===== src/rtl/uart_cmd_responder_pkg.sv =====
`default_nettype none
// ============================================================================
// uart_cmd_responder_pkg : command codes, operand addresses, FSM encodings
// Rev 1.0
// ============================================================================
package uart_cmd_responder_pkg;

  localparam logic [7:0] CMD_WR      = 8'hAA;
  localparam logic [7:0] CMD_RD      = 8'hBB;
  localparam logic [7:0] CMD_ALU_OP  = 8'hCC;
  localparam logic [7:0] CMD_ALU_NOP = 8'hDD;

  localparam int OPA_ADDR = 0;
  localparam int OPB_ADDR = 1;

  typedef enum logic [3:0] {
    ST_IDLE      = 4'd0,
    ST_GET_ADDR  = 4'd1,
    ST_GET_WDATA = 4'd2,
    ST_GET_A     = 4'd3,
    ST_GET_B     = 4'd4,
    ST_GET_FUN   = 4'd5,
    ST_RF_WRITE  = 4'd6,
    ST_RF_READ   = 4'd7,
    ST_WAIT_RD   = 4'd8,
    ST_WR_A      = 4'd9,
    ST_WR_B      = 4'd10,
    ST_ALU_GO    = 4'd11,
    ST_WAIT_ALU  = 4'd12,
    ST_SEND      = 4'd13
  } rsp_state_t;

  typedef enum logic [1:0] {
    TX_IDLE    = 2'd0,
    TX_SEND    = 2'd1,
    TX_WAIT_HI = 2'd2,
    TX_WAIT_LO = 2'd3
  } tx_state_t;

endpackage
`default_nettype wire


===== src/rtl/uart_cmd_responder_if.sv =====
`default_nettype none
// ============================================================================
// uart_cmd_responder_if : RX/TX byte streams, register-file and ALU buses
// Rev 1.0
// ============================================================================
interface uart_cmd_responder_if #(
  parameter int DATA_W = 8,
  parameter int ADDR_W = 4,
  parameter int ALU_W  = 16
) ();
  logic [DATA_W-1:0] rx_data;
  logic              rx_valid;
  logic              rx_error;
  logic [DATA_W-1:0] tx_data;
  logic              tx_valid;
  logic              tx_busy;
  logic [ADDR_W-1:0] rf_addr;
  logic              rf_wr_en;
  logic [DATA_W-1:0] rf_wr_data;
  logic              rf_rd_en;
  logic [DATA_W-1:0] rf_rd_data;
  logic              rf_rd_valid;
  logic [3:0]        alu_fun;
  logic              alu_en;
  logic [ALU_W-1:0]  alu_out;
  logic              alu_valid;
  logic              frame_err;

  // responder side
  modport slave (
    input  rx_data, rx_valid, rx_error, tx_busy, rf_rd_data, rf_rd_valid,
           alu_out, alu_valid,
    output tx_data, tx_valid, rf_addr, rf_wr_en, rf_wr_data, rf_rd_en,
           alu_fun, alu_en, frame_err
  );

  // environment side (UART, register file, ALU)
  modport master (
    output rx_data, rx_valid, rx_error, tx_busy, rf_rd_data, rf_rd_valid,
           alu_out, alu_valid,
    input  tx_data, tx_valid, rf_addr, rf_wr_en, rf_wr_data, rf_rd_en,
           alu_fun, alu_en, frame_err
  );
endinterface
`default_nettype wire


===== src/rtl/uart_cmd_responder_sender.sv =====
`default_nettype none
// ============================================================================
// uart_tx_byte_sender : sends 1 or 2 bytes (LSB first) over a busy handshake
// Rev 1.0
// ============================================================================
module uart_tx_byte_sender
  import uart_cmd_responder_pkg::*;
#(
  parameter int DATA_W = 8
) (
  input  logic                clk,
  input  logic                rst,
  input  logic                i_start,
  input  logic                i_two_bytes,
  input  logic [2*DATA_W-1:0] i_data,
  input  logic                i_tx_busy,
  output logic [DATA_W-1:0]   o_tx_data,
  output logic                o_tx_valid,
  output logic                o_done
);

  tx_state_t         r_state;
  logic [DATA_W-1:0] r_cur;
  logic [DATA_W-1:0] r_hi;
  logic              r_more;
  logic [DATA_W-1:0] r_tx_data;
  logic              r_tx_valid;
  logic              r_done;

  always_ff @(posedge clk) begin
    if (rst) begin
      r_state    <= TX_IDLE;
      r_cur      <= '0;
      r_hi       <= '0;
      r_more     <= 1'b0;
      r_tx_data  <= '0;
      r_tx_valid <= 1'b0;
      r_done     <= 1'b0;
    end else begin
      r_tx_valid <= 1'b0;
      r_done     <= 1'b0;
      case (r_state)
        TX_IDLE: if (i_start) begin
          r_cur   <= i_data[DATA_W-1:0];
          r_hi    <= i_data[2*DATA_W-1:DATA_W];
          r_more  <= i_two_bytes;
          r_state <= TX_SEND;
        end
        TX_SEND: if (!i_tx_busy) begin
          r_tx_data  <= r_cur;
          r_tx_valid <= 1'b1;
          r_state    <= TX_WAIT_HI;
        end
        TX_WAIT_HI: if (i_tx_busy) r_state <= TX_WAIT_LO;
        TX_WAIT_LO: if (!i_tx_busy) begin
          // a full busy pulse has been seen, so the transmitter took the byte
          if (r_more) begin
            r_cur   <= r_hi;
            r_more  <= 1'b0;
            r_state <= TX_SEND;
          end else begin
            r_done  <= 1'b1;
            r_state <= TX_IDLE;
          end
        end
        default: r_state <= TX_IDLE;
      endcase
    end
  end

  assign o_tx_data  = r_tx_data;
  assign o_tx_valid = r_tx_valid;
  assign o_done     = r_done;

endmodule
`default_nettype wire


===== src/rtl/uart_cmd_responder.sv =====
`default_nettype none
// ============================================================================
// uart_cmd_responder : parses RX command frames, drives RF/ALU, sends replies
// Rev 1.0
// ============================================================================
module uart_cmd_responder
  import uart_cmd_responder_pkg::*;
#(
  parameter int DATA_W = 8,
  parameter int ADDR_W = 4,
  parameter int ALU_W  = 16
) (
  input  logic                clk,
  input  logic                rst,
  uart_cmd_responder_if.slave bus
);

  rsp_state_t        r_state;
  logic [7:0]        r_cmd;
  logic [ADDR_W-1:0] r_addr;
  logic [DATA_W-1:0] r_a;
  logic [DATA_W-1:0] r_b;
  logic [3:0]        r_fun;
  logic [ALU_W-1:0]  r_result;
  logic [ADDR_W-1:0] r_rf_addr;
  logic              r_rf_wr_en;
  logic [DATA_W-1:0] r_rf_wr_data;
  logic              r_rf_rd_en;
  logic [3:0]        r_alu_fun;
  logic              r_alu_en;
  logic              r_frame_err;
  logic              r_send_start;
  logic              r_send_two;

  logic              w_in_get;
  logic              w_rx_window;
  logic [DATA_W-1:0] w_tx_data;
  logic              w_tx_valid;
  logic              w_send_done;

  assign w_in_get    = r_state inside {ST_GET_ADDR, ST_GET_WDATA, ST_GET_A, ST_GET_B, ST_GET_FUN};
  assign w_rx_window = w_in_get || (r_state == ST_IDLE);

  always_ff @(posedge clk) begin
    if (rst) begin
      r_state      <= ST_IDLE;
      r_cmd        <= '0;
      r_addr       <= '0;
      r_a          <= '0;
      r_b          <= '0;
      r_fun        <= '0;
      r_result     <= '0;
      r_rf_addr    <= '0;
      r_rf_wr_en   <= 1'b0;
      r_rf_wr_data <= '0;
      r_rf_rd_en   <= 1'b0;
      r_alu_fun    <= '0;
      r_alu_en     <= 1'b0;
      r_frame_err  <= 1'b0;
      r_send_start <= 1'b0;
      r_send_two   <= 1'b0;
    end else begin
      r_rf_wr_en   <= 1'b0;
      r_rf_rd_en   <= 1'b0;
      r_alu_en     <= 1'b0;
      r_frame_err  <= 1'b0;
      r_send_start <= 1'b0;
      if (bus.rx_valid && bus.rx_error && w_rx_window) begin
        r_frame_err <= 1'b1;
        r_state     <= ST_IDLE;
      end else begin
        // bytes arriving while executing or replying are dropped
        if (bus.rx_valid && !w_rx_window) r_frame_err <= 1'b1;
        case (r_state)
          ST_IDLE: if (bus.rx_valid) begin
            case (bus.rx_data)
              CMD_WR, CMD_RD: begin r_cmd <= bus.rx_data; r_state <= ST_GET_ADDR; end
              CMD_ALU_OP:     begin r_cmd <= bus.rx_data; r_state <= ST_GET_A;    end
              CMD_ALU_NOP:    begin r_cmd <= bus.rx_data; r_state <= ST_GET_FUN;  end
              default: ;
            endcase
          end
          ST_GET_ADDR: if (bus.rx_valid) begin
            r_addr <= bus.rx_data[ADDR_W-1:0];
            if (r_cmd == CMD_WR) begin
              r_state <= ST_GET_WDATA;
            end else begin
              r_rf_addr  <= bus.rx_data[ADDR_W-1:0];
              r_rf_rd_en <= 1'b1;
              r_state    <= ST_RF_READ;
            end
          end
          ST_GET_WDATA: if (bus.rx_valid) begin
            r_rf_addr    <= r_addr;
            r_rf_wr_data <= bus.rx_data;
            r_rf_wr_en   <= 1'b1;
            r_state      <= ST_RF_WRITE;
          end
          ST_GET_A: if (bus.rx_valid) begin r_a <= bus.rx_data; r_state <= ST_GET_B;   end
          ST_GET_B: if (bus.rx_valid) begin r_b <= bus.rx_data; r_state <= ST_GET_FUN; end
          ST_GET_FUN: if (bus.rx_valid) begin
            r_fun <= bus.rx_data[3:0];
            if (r_cmd == CMD_ALU_OP) begin
              r_rf_addr    <= ADDR_W'(OPA_ADDR);
              r_rf_wr_data <= r_a;
              r_rf_wr_en   <= 1'b1;
              r_state      <= ST_WR_A;
            end else begin
              r_alu_fun <= bus.rx_data[3:0];
              r_alu_en  <= 1'b1;
              r_state   <= ST_ALU_GO;
            end
          end
          ST_RF_WRITE: r_state <= ST_IDLE;
          ST_RF_READ:  r_state <= ST_WAIT_RD;
          ST_WAIT_RD: if (bus.rf_rd_valid) begin
            r_result     <= {{(ALU_W-DATA_W){1'b0}}, bus.rf_rd_data};
            r_send_two   <= 1'b0;
            r_send_start <= 1'b1;
            r_state      <= ST_SEND;
          end
          ST_WR_A: begin
            r_rf_addr    <= ADDR_W'(OPB_ADDR);
            r_rf_wr_data <= r_b;
            r_rf_wr_en   <= 1'b1;
            r_state      <= ST_WR_B;
          end
          ST_WR_B: begin
            r_alu_fun <= r_fun;
            r_alu_en  <= 1'b1;
            r_state   <= ST_ALU_GO;
          end
          ST_ALU_GO: r_state <= ST_WAIT_ALU;
          ST_WAIT_ALU: if (bus.alu_valid) begin
            r_result     <= bus.alu_out;
            r_send_two   <= 1'b1;
            r_send_start <= 1'b1;
            r_state      <= ST_SEND;
          end
          ST_SEND: if (w_send_done) r_state <= ST_IDLE;
          default: r_state <= ST_IDLE;
        endcase
      end
    end
  end

  uart_tx_byte_sender #(.DATA_W(DATA_W)) u_sender (
    .clk         (clk),
    .rst         (rst),
    .i_start     (r_send_start),
    .i_two_bytes (r_send_two),
    .i_data      (r_result),
    .i_tx_busy   (bus.tx_busy),
    .o_tx_data   (w_tx_data),
    .o_tx_valid  (w_tx_valid),
    .o_done      (w_send_done)
  );

  assign bus.tx_data    = w_tx_data;
  assign bus.tx_valid   = w_tx_valid;
  assign bus.rf_addr    = r_rf_addr;
  assign bus.rf_wr_en   = r_rf_wr_en;
  assign bus.rf_wr_data = r_rf_wr_data;
  assign bus.rf_rd_en   = r_rf_rd_en;
  assign bus.alu_fun    = r_alu_fun;
  assign bus.alu_en     = r_alu_en;
  assign bus.frame_err  = r_frame_err;

endmodule
`default_nettype wire


===== src/flat_wrapper.sv =====
// flat-port wrapper written by rule: the top's interface ports become plain ports
module uart_cmd_responder_flat import uart_cmd_responder_pkg::*;
#(
  parameter int DATA_W = 8,
  parameter int ADDR_W = 4,
  parameter int ALU_W  = 16
)
  (clk, rst, bus_rx_data, bus_rx_valid, bus_rx_error, bus_tx_busy, bus_rf_rd_data, bus_rf_rd_valid, bus_alu_out, bus_alu_valid, bus_tx_data, bus_tx_valid, bus_rf_addr, bus_rf_wr_en, bus_rf_wr_data, bus_rf_rd_en, bus_alu_fun, bus_alu_en, bus_frame_err);
  uart_cmd_responder_if #(.DATA_W(DATA_W), .ADDR_W(ADDR_W), .ALU_W(ALU_W)) bus_i ();
  input  logic clk;
  input  logic rst;
  input wire logic [$bits(bus_i.rx_data)-1:0] bus_rx_data;
  input wire logic [$bits(bus_i.rx_valid)-1:0] bus_rx_valid;
  input wire logic [$bits(bus_i.rx_error)-1:0] bus_rx_error;
  input wire logic [$bits(bus_i.tx_busy)-1:0] bus_tx_busy;
  input wire logic [$bits(bus_i.rf_rd_data)-1:0] bus_rf_rd_data;
  input wire logic [$bits(bus_i.rf_rd_valid)-1:0] bus_rf_rd_valid;
  input wire logic [$bits(bus_i.alu_out)-1:0] bus_alu_out;
  input wire logic [$bits(bus_i.alu_valid)-1:0] bus_alu_valid;
  output wire logic [$bits(bus_i.tx_data)-1:0] bus_tx_data;
  output wire logic [$bits(bus_i.tx_valid)-1:0] bus_tx_valid;
  output wire logic [$bits(bus_i.rf_addr)-1:0] bus_rf_addr;
  output wire logic [$bits(bus_i.rf_wr_en)-1:0] bus_rf_wr_en;
  output wire logic [$bits(bus_i.rf_wr_data)-1:0] bus_rf_wr_data;
  output wire logic [$bits(bus_i.rf_rd_en)-1:0] bus_rf_rd_en;
  output wire logic [$bits(bus_i.alu_fun)-1:0] bus_alu_fun;
  output wire logic [$bits(bus_i.alu_en)-1:0] bus_alu_en;
  output wire logic [$bits(bus_i.frame_err)-1:0] bus_frame_err;
  assign bus_i.rx_data = bus_rx_data;
  assign bus_i.rx_valid = bus_rx_valid;
  assign bus_i.rx_error = bus_rx_error;
  assign bus_i.tx_busy = bus_tx_busy;
  assign bus_i.rf_rd_data = bus_rf_rd_data;
  assign bus_i.rf_rd_valid = bus_rf_rd_valid;
  assign bus_i.alu_out = bus_alu_out;
  assign bus_i.alu_valid = bus_alu_valid;
  assign bus_tx_data = bus_i.tx_data;
  assign bus_tx_valid = bus_i.tx_valid;
  assign bus_rf_addr = bus_i.rf_addr;
  assign bus_rf_wr_en = bus_i.rf_wr_en;
  assign bus_rf_wr_data = bus_i.rf_wr_data;
  assign bus_rf_rd_en = bus_i.rf_rd_en;
  assign bus_alu_fun = bus_i.alu_fun;
  assign bus_alu_en = bus_i.alu_en;
  assign bus_frame_err = bus_i.frame_err;
  uart_cmd_responder #(.DATA_W(DATA_W), .ADDR_W(ADDR_W), .ALU_W(ALU_W)) u_core (.clk(clk), .rst(rst), .bus(bus_i));
endmodule

===== config.mk =====
export PLATFORM = sky130hd
export DESIGN_NAME = uart_cmd_responder_flat
export DESIGN_NICKNAME = d
export VERILOG_FILES = /design/src/rtl/uart_cmd_responder_pkg.sv /design/src/rtl/uart_cmd_responder_if.sv /design/src/rtl/uart_cmd_responder_sender.sv /design/src/rtl/uart_cmd_responder.sv /design/src/flat_wrapper.sv
export SDC_FILE = /design/constraint.sdc
export NUM_CORES = 1
export LEC_CHECK = 0
export CAP_MARGIN = 0
export CORE_UTILIZATION = 45
export DETAILED_ROUTE_END_ITERATION = 7
export GPL_TIMING_DRIVEN = 0
export PLACE_DENSITY_LB_ADDON = 0.3
export SYNTH_ARGS = -nofsm -noshare
export SYNTH_HDL_FRONTEND = slang
export SYNTH_SLANG_ARGS = --single-unit

===== constraint.sdc =====
create_clock -name clk -period 2.5 [get_ports clk]
set_input_delay 0.5 -clock clk [delete_from_list [all_inputs] [get_ports clk]]
set_output_delay 0.5 -clock clk [all_outputs]
set_load 0.005 [all_outputs]

==> flow_summary.ini <==
[critical_path]
cp-start-kind = primary input
rr_startpoint = u_core.r_state[3]$_SDFFE_PP0P_
r2r_slack_ps = 200
cpPeakStageDelay_ps = 550
critPathSlowestCell = clkdlybuf4s50_1
rr_worst_depth = 7
worstPathMaxFanout = 7
cp-end-kind = flop
arrival_ps = 2620
r2r_end = u_core.bus.rf_wr_data[6]$_SDFFE_PP0P_
critical_path_class = in -> reg
cp_cell_sequence = clkdlybuf4s50_1 -> nor4bb_2 -> o2111ai_1 -> a221oi_4 -> buf_4 -> nor3b_1 -> nor3_1
cp_data_required_time_ps = 2750

[global_route]
antenna_found_initial = 0
grt_pass1_vias = 3726
grt-ovfl-total = 0
use_met3 = 0.0430
grt_pass1_wl_mm = 17.8
met1_usage = 0.274
track_usage = 0.219
grt-busiest-layer = met2
use_met2 = 0.382
grt_max_degree = 18

[hold_path]
min_path_type = reg -> reg
min-delay-start = u_core.u_sender.o_tx_data[1]$_SDFFE_PP0P_
holdPathEnd = u_core.u_sender.o_tx_data[1]$_SDFFE_PP0P_
whs_path_depth = 2

[placed_design]
routabilityCongestion = 0.925
io_buffers = 61
dpl.hpwl_mm = 8.31

[cts]
clockBufferDepth = 2
clock_latency_ps = 370
path_clk_slew_ps = 100
h-tree-depth = 3
numCtsBuffers = 9
cts.sinks = 103
cts_root_buf = clkbuf_8
postCtsHoldBufs = 0
cts_tree = built

[timing]
rsz0062_at_grt = false
slew_headroom = 0.478
fin_crit_sh = 0.946
setup_viol = 0
finalHoldViolCount = 0
tightest_slew_ps = 777
max_freq_ghz = 0.423
fin_crit_ps = 2360
skew_ps = 9.79
setup_tns_ps = 0
slew_viol_final = 0

[synth]
synth_cell_types = 57
synth_edf_count = 0
avgSynthCellArea_um2 = 8.94
seq_area_frac_synth = 0.446
synth-seq-cells = 103
synth_warnings = 0
synth_nets = 560
synthFlopType = dfxtp_1
netlist_area_mm2 = 0.00462
synthArstFlopShare = 0
synthCells = 517

[die]
start_util = 0.468
io_pins = 68
die_area_mm2 = 0.0107
design.core.area_mm2 = 0.00986
die_h_um = 103
die_x_um = 103
rows = 36

[drt]
routedWlPerCell_um = 15.4
drc = 0
antenna_left = 0
finalWirelength_mm = 11.2
viasPerCell = 5.46
first_iter_violations = 234
vias = 3978
first_pass_iters = 4

[power]
p_leak_nw = 2.02
power_mw = 3.02
vdd_drop_max_mv = 0.356
power_density_mw_per_mm2 = 541

[cells_and_area]
synthToLayoutAreaGrowth_pct = 20.9
nFillCells = 890
antenna_cells = 0
drive_above_1_share = 0.0756
layout.nets = 633

[job]
maxCapViolCount = 0

[run_status]
status = completed
-- layout by cell type (no fill, tap or decap), drive strengths merged, types with 4 or more instances in the layout --
cell,instances
ha,4
nand2,45
inv,11
o21ai,9
mux2,4
mux2i,51
a211oi,21
nand2b,5
nand3,15
buf,16
a22oi,16
nor2,89
dfxtp,103
nor3b,6
clkdlybuf4s50,61
a21oi,32
clkbuf,36
nor2b,8
nor3,6
a311oi,8
-- flip-flops by register name, summed over array words and instances, names as in the netlist, 8 cells and up --
| register | cells |
|---|---|
| u_core.bus.rf_wr_data | 8 |
| u_core.r_a | 8 |
| u_core.r_b | 8 |
| u_core.r_cmd | 8 |
| u_core.r_result | 16 |
| u_core.u_sender.o_tx_data | 8 |
| u_core.u_sender.r_cur | 8 |
| u_core.u_sender.r_hi | 8 |
-- per-layer routing --
| layer | vias to the layer above | wire [µm] |
|---|---|---|
| met1 | 1864 | 4980 |
| met4 | 0 | 151 |
| li1 | 1980 | - |
| met2 | 123 | 5470 |
| met3 | 11 | 616 |
| met5 | - | 0 |
-- worst max-delay path by stage --
| stage | cells past startpoint | start | end |
|---|---|---|---|
| CTS | 6 | bus_rx_data[5] | u_core.r_state[3]$_SDFFE_PP0P_ |
| global placement | 6 | bus_rx_data[5] | u_core.r_state[3]$_SDFFE_PP0P_ |
| detailed placement | 6 | bus_rx_data[5] | u_core.r_state[3]$_SDFFE_PP0P_ |
| floorplan | 6 | bus_rx_data[1] | u_core.r_state[3]$_SDFFE_PP0P_ |
| finish | 7 | bus_rx_data[5] | u_core.r_state[1]$_SDFFE_PP0P_ |
| global route | 7 | bus_rx_data[5] | u_core.r_cmd[2]$_SDFFE_PP0P_ |
-- metrics by stage --
step / std cells / utilization / hold slack [ps] / setup slack (ps) / cell area [µm²]
6_report: 728 / 0.566 / 458 / 136 / 5590
5_1_grt: 728 / 0.566 / 481 / 56.3 / 5590
4_1_cts: 727 / 0.565 / 458 / 109 / 5570
3_5_place_dp: 711 / 0.547 / 447 / -284 / 5400
3_3_place_gp: 711 / 0.547 / 434 / -152 / 5400
2_1_floorplan: 517 / - / 425 / 480 / 4620
-- power breakdown --
part           internal, mW  switching (mW)
sequential             1.67          0.0179
combinational         0.180           0.197
clock                 0.374           0.585
-- cells in the mapped netlist, types with 2 or more instances --
| cell | count | area [µm²] |
|---|---|---|
| inv_1 | 9 | 33.8 |
| nand2_1 | 45 | 169 |
| nand3_1 | 15 | 75.1 |
| ha_1 | 4 | 50.1 |
| nand4bb_1 | 3 | 33.8 |
| nor4_1 | 2 | 12.5 |
| nor2b_1 | 8 | 50.1 |
| a32oi_1 | 2 | 17.5 |
| mux2_2 | 4 | 45.0 |
| buf_4 | 2 | 15.0 |
| a21oi_1 | 32 | 160 |
| and4bb_2 | 2 | 25.0 |
| and2_1 | 2 | 12.5 |
| dfxtp_1 | 103 | 2060 |
| buf_6 | 4 | 45.0 |
| o21ai_0 | 9 | 45.0 |
| nor2_1 | 89 | 334 |
| a21boi_0 | 3 | 22.5 |
| o21a_1 | 3 | 22.5 |
| nand2b_1 | 5 | 31.3 |
| mux2i_1 | 51 | 510 |
| a22oi_1 | 16 | 120 |
| nand3b_1 | 2 | 15.0 |
| a311oi_1 | 8 | 70.1 |
| clkbuf_1 | 24 | 90.1 |
| nor4bb_1 | 2 | 20.0 |
| a211oi_1 | 21 | 158 |
| a2111oi_0 | 3 | 26.3 |
| buf_2 | 8 | 40.0 |
| nor3_1 | 5 | 25.0 |
| nor3b_1 | 5 | 37.5 |
-- logic make-up after synthesis --
| family | Yosys count | synth area share |
|---|---|---|
| buffers and inverters | 49 | 0.0504 |
| XOR/XNOR | 1 | 0.00190 |
| adder cells (fa/ha/maj) | 4 | 0.0108 |
| AO/OA/AOI/OAI | 107 | 0.162 |
| AND/OR/NAND/NOR | 198 | 0.208 |
| flip-flops | 103 | 0.446 |
| multiplexers | 55 | 0.120 |
-- critical path: cells and delay by family --
| kind | cells | cell delay [ps] |
|---|---|---|
| buffers and inverters | 2 | 740 |
| and+or+nand+nor | 3 | 710 |
| AOI/OAI and AO/OA | 2 | 670 |
-- repair_timing --
action,in CTS,in global routing
setup endpoints to repair,0,6
setup buffers,0,1
resized for setup,0,1
-- layout make-up --
| type | count | area (µm²) | area share |
|---|---|---|---|
| Sequential cell | 103 | 2060 | 0.369 |
| Buffer | 40 | 199 | 0.0356 |
| Clock buffer | 11 | 131 | 0.0235 |
| Multi-Input combinational cell | 365 | 2330 | 0.418 |
| Clock inverter | 5 | 42.5 | 0.00762 |
| Inverter | 9 | 33.8 | 0.00605 |
| Tap cell | 133 | 166 | 0.0298 |
| Timing Repair Buffer | 62 | 618 | 0.111 |
No activity file was read; power rests on OpenSTA's default activity.
